File: src/rtl/div_rem_sequencer.sv
// Multi-cycle RV32M divide/remainder unit (DIV, DIVU, REM, REMU).
// Restoring shift-subtract on operand magnitudes, with a one-edge fast path for divide-by-zero and signed overflow.
module div_rem_sequencer (
    input  logic        CLK,
    input  logic        RESET,
    input  logic        START,
    input  logic [1:0]  DIV_OP,
    input  logic [31:0] DATA1,
    input  logic [31:0] DATA2,
    output logic        BUSY,
    output logic        DONE,
    output logic [31:0] RESULT
);

    typedef enum logic [1:0] {
        IDLE = 2'd0,
        ITER = 2'd1,
        FIX  = 2'd2
    } state_t;

    state_t      state, state_next;
    logic [4:0]  count, count_next;
    logic [31:0] rem, rem_next;
    logic [31:0] quot, quot_next;
    logic [31:0] dmag, dmag_next;
    logic [1:0]  op, op_next;
    logic        s1, s1_next;
    logic        s2, s2_next;
    logic        done_next;
    logic [31:0] result_next;

    logic        is_signed;
    logic        sign1, sign2;
    logic [31:0] mag1, mag2;
    logic        divisor_zero, overflow;
    logic [32:0] rem_shift;
    logic        no_borrow;
    logic [31:0] diff;

    assign is_signed    = ~DIV_OP[0];
    assign sign1        = DATA1[31] & is_signed;
    assign sign2        = DATA2[31] & is_signed;
    assign mag1         = sign1 ? (~DATA1 + 32'd1) : DATA1;
    assign mag2         = sign2 ? (~DATA2 + 32'd1) : DATA2;
    assign divisor_zero = (DATA2 == 32'd0);
    assign overflow     = is_signed && (DATA1 == 32'h8000_0000) && (DATA2 == 32'hFFFF_FFFF);

    // The 33rd remainder bit only exists transiently in the shifted trial value;
    // a kept remainder is always below the divisor magnitude and fits in 32 bits.
    assign rem_shift = {rem, quot[31]};
    assign no_borrow = (rem_shift >= {1'b0, dmag});
    assign diff      = rem_shift[31:0] - dmag;

    assign BUSY = (state != IDLE);

    always_ff @(posedge CLK or posedge RESET) begin
        if (RESET) begin
            state  <= IDLE;
            count  <= 5'd0;
            rem    <= 32'd0;
            quot   <= 32'd0;
            dmag   <= 32'd0;
            op     <= 2'd0;
            s1     <= 1'b0;
            s2     <= 1'b0;
            DONE   <= 1'b0;
            RESULT <= 32'd0;
        end else begin
            state  <= state_next;
            count  <= count_next;
            rem    <= rem_next;
            quot   <= quot_next;
            dmag   <= dmag_next;
            op     <= op_next;
            s1     <= s1_next;
            s2     <= s2_next;
            DONE   <= done_next;
            RESULT <= result_next;
        end
    end

    always_comb begin
        state_next  = state;
        count_next  = count;
        rem_next    = rem;
        quot_next   = quot;
        dmag_next   = dmag;
        op_next     = op;
        s1_next     = s1;
        s2_next     = s2;
        done_next   = 1'b0;
        result_next = RESULT;

        unique case (state)
            IDLE: begin
                if (START) begin
                    if (divisor_zero) begin
                        result_next = DIV_OP[1] ? DATA1 : 32'hFFFF_FFFF;
                        done_next   = 1'b1;
                    end else if (overflow) begin
                        result_next = DIV_OP[1] ? 32'd0 : 32'h8000_0000;
                        done_next   = 1'b1;
                    end else begin
                        state_next = ITER;
                        op_next    = DIV_OP;
                        s1_next    = sign1;
                        s2_next    = sign2;
                        quot_next  = mag1;
                        dmag_next  = mag2;
                        rem_next   = 32'd0;
                        count_next = 5'd0;
                    end
                end
            end
            ITER: begin
                if (no_borrow) begin
                    rem_next  = diff;
                    quot_next = {quot[30:0], 1'b1};
                end else begin
                    rem_next  = rem_shift[31:0];
                    quot_next = {quot[30:0], 1'b0};
                end
                count_next = count + 5'd1;
                if (count == 5'd31) begin
                    state_next = FIX;
                end
            end
            FIX: begin
                unique case (op)
                    2'b00:   result_next = (s1 ^ s2) ? (~quot + 32'd1) : quot;
                    2'b01:   result_next = quot;
                    2'b10:   result_next = s1 ? (~rem + 32'd1) : rem;
                    default: result_next = rem;
                endcase
                done_next  = 1'b1;
                state_next = IDLE;
            end
            default: begin
                state_next = IDLE;
            end
        endcase
    end

endmodule

File: config.mk
export PLATFORM = sky130hd
export DESIGN_NAME = div_rem_sequencer
export DESIGN_NICKNAME = d
export VERILOG_FILES = /design/src/rtl/div_rem_sequencer.sv
export SDC_FILE = /design/constraint.sdc
export NUM_CORES = 1
export LEC_CHECK = 0
export ABC_AREA = 1
export CAP_MARGIN = 20
export CORE_UTILIZATION = 45
export CTS_BUF_LIST = sky130_fd_sc_hd__clkbuf_8
export DETAILED_ROUTE_END_ITERATION = 8
export PLACE_DENSITY = 0.67
export REMOVE_ABC_BUFFERS = 1
export SLEW_MARGIN = 25
export SYNTH_ARGS = -nofsm -noshare
export SYNTH_HDL_FRONTEND = slang
export SYNTH_SLANG_ARGS = --single-unit
export TNS_END_PERCENT = 5
File: constraint.sdc
create_clock -name CLK -period 3.8 [get_ports CLK]
set_input_delay 0.38 -clock CLK [delete_from_list [all_inputs] [get_ports CLK]]
set_output_delay 0.38 -clock CLK [all_outputs]
set_load 0.1 [all_outputs]
==> impl_metrics.tcl <==
set metrics [dict create \
    status "finished, final reports clean" \
    path_max_fanout 22 \
    worst_pin_slew_ps 989 \
    critPathKind "flop to flop" \
    power_density_mw_per_mm2 897 \
    synth.top_cells.by_area "dfrtp_1 27%, nand2_1 21%, nand3_1 11%" \
    placedCellCount 2607 \
    dieHeight_um 172 \
    die_width_um 172 \
    dr.pass1.iters 6 \
    cts_num_sinks 140 \
    netlist-cell-type-count 45 \
    cts_setup_buffers 0 \
    hold_viol 0 \
    wl_mm 51.6 \
    critPathCaptureType "flop" \
    layout_min_cycle_time_ps 2980 \
    fin_cells 2639 \
    ys_async_sr_fraction_pct 100 \
    final_core_util_pct 52.9 \
    place_hpwl_mm 41.8 \
    grt_pass1_vias 13726 \
    synth_top_area_cell "dfrtp_1" \
    nets 2357 \
    vias_per_cell 5.65 \
    seq_area_frac_synth_pct 27.0 \
    drv_cap 0 \
    cts_buffers 17 \
    fillers 3007 \
    worst_slack_ps 819 \
    coreArea_mm2 0.0281 \
    slew_headroom_pct 33.8 \
    grt_usage_pct 35.6 \
    final_common_cell "nand2_1" \
    clockBufferDepth 2 \
    synthCells 2161 \
    synth_top_cell_area_share_pct 27.0 \
    routedWlPerCell_um 19.6 \
    grt_pass1_wl_mm 78.9 \
    cp.required_ps 4170 \
    ctsResizeCount 0 \
    diodes 0 \
    cts_tree "built" \
    synth-edff-count 0 \
    slew_violations 0 \
    routabilityCongestion 0.997 \
    irDropWorstVdd_mv 0.294 \
    dieArea_mm2 0.0295 \
    post-route-period-util_pct 78.5 \
    ios 103 \
    rows 61 \
    leakage_nw 7.11 \
    drive_above_1_share_pct 4.91 \
    antenna_found_initial 0 \
    start_kind "flop" \
    dpl_worst_slack_ps 804 \
    initial_core_util_pct 46.2 \
    synth_seq_cells 140 \
    ant_nets 0 \
    syn_area_mm2 0.0130 \
    syn_avg_cell_area_um2 6.01 \
    rsz0062_at_grt "no" \
    clk_pin_slew_ps 100 \
    drt_iter0_markers 1612 \
    final_cell_mix "718 x nand2_1, 276 x nand3_1, 249 x nor2_1, 205 x inv_1, 140 x dfrtp_1" \
    htreeDepth 4 \
    setup_viol_count_final 0 \
    cts-root-buf "clkbuf_8" \
    vias 14907 \
    clock.fmax_mhz 335 \
    grt_overflow_total 0 \
    yosys_warnings 0 \
    synth_ff_type "dfrtp_1" \
    clk_latency_ps 490 \
    hold_path.class "primary input to asynchronous set/reset pin" \
    arrival_ps 3350 \
    fin_skew_ps 18.7 \
    area.growth.synth_to_final_pct 14.3 \
    drc 0 \
    place.port_buffers 102 \
    holdBufCountCts 0 \
    grt_max_degree 61 \
]
per-layer routing:
| layer | up-vias | track usage (%) | wire length (um) |
|---|---|---|---|
| met1 | 6962 | 52.2 | 24100 |
| met4 | 0 | 7.89 | 906 |
| met5 | - | 0 | 0 |
| met3 | 70 | 9.66 | 5290 |
| met2 | 682 | 51.5 | 21300 |
| li1 | 7193 | - | - |
registers in the layout, summed over array words and instances, names as in the netlist:
name / cells
DONE: 1
RESULT: 32
count: 5
dmag: 32
op: 2
quot: 32
rem: 32
s1: 1
s2: 1
state: 2
critical path, cell delays in order, from the launching register on:
cell     delay [ps]
dfrtp_1         490
ha_1            480
nand2_1         180
nor2_1          180
inv_1           100
nor3_1          280
nand3_1         200
o21ai_0         150
nor2_2          180
nand2_2         110
buf_4           260
nand2_1         110
nand3_1          90
nand2_1          60
worst paths after layout:
kind,start,end,slack [ps],cells after the start
setup / recovery,rem[23]$_DFFE_PP0P_,rem[19]$_DFFE_PP0P_,820,13
hold / removal,RESET,quot[9]$_DFFE_PP0P_,320,2
setup reg to reg,rem[23]$_DFFE_PP0P_,rem[19]$_DFFE_PP0P_,820,13
hold reg to reg,RESULT[28]$_DFFE_PP0P_,RESULT[28]$_DFFE_PP0P_,490,2
max in group asynchronous,RESET,RESULT[31]$_DFFE_PP0P_,2690,3
min in group CLK,RESULT[28]$_DFFE_PP0P_,RESULT[28]$_DFFE_PP0P_,490,2
layout make-up:
cell class	instances	area (um2)	share of cell area, %
timing repair buffer	142	1350	9.07
clock inverter	15	160	1.08
clock buffer	17	234	1.58
multi-input combinational	1726	8290	55.9
sequential	140	3500	23.6
tap	378	473	3.19
inverter	221	836	5.63
power breakdown:
part	internal, mW	switching [mW]	total (mW)
combinational	2.96	6.14	9.10
clock	0.542	0.731	1.27
sequential	2.13	0.811	2.94
stage by stage:
| stage | cell area [um2] | hold WS (ps) | setup TNS [ps] | total power [mW] |
|---|---|---|---|---|
| after floorplan | 12600 | 448 | -46600 | 8.96 |
| after CTS | 14800 | 337 | 0 | 13.1 |
| after detailed placement | 14500 | 464 | 0 | 11.9 |
| after global placement | 14500 | 463 | 0 | 11.8 |
| final | 14800 | 315 | 0 | 13.3 |
| after global routing | 14800 | 376 | 0 | 14.5 |
synth_stat cells (6+ instances only):
master     number
a21oi_1        88
buf_2          16
buf_6           8
clkbuf_1       40
dfrtp_1       140
ha_1           39
inv_1         205
inv_2          12
nand2_1       718
nand3_1       276
nand3b_1       14
nand4_1        36
nor2_1        251
nor3_1         25
o2111ai_1       6
o211ai_1       19
o21a_1          7
o21ai_0        90
o21ai_1        38
or2_2           6
xnor2_1        29
xor2_1         36
cells by family (layout without fill, tap and decap cells):
family | Yosys count | count (layout) | synth area share [%]
simple gates | 1351 | 1351 | 44.0
buf+inv | 295 | 395 | 9.30
compound gates | 270 | 270 | 11.4
flops | 140 | 140 | 27.0
xor+xnor | 65 | 65 | 4.38
fa+ha+maj | 40 | 40 | 3.91
(Power assumes the default switching activity.)
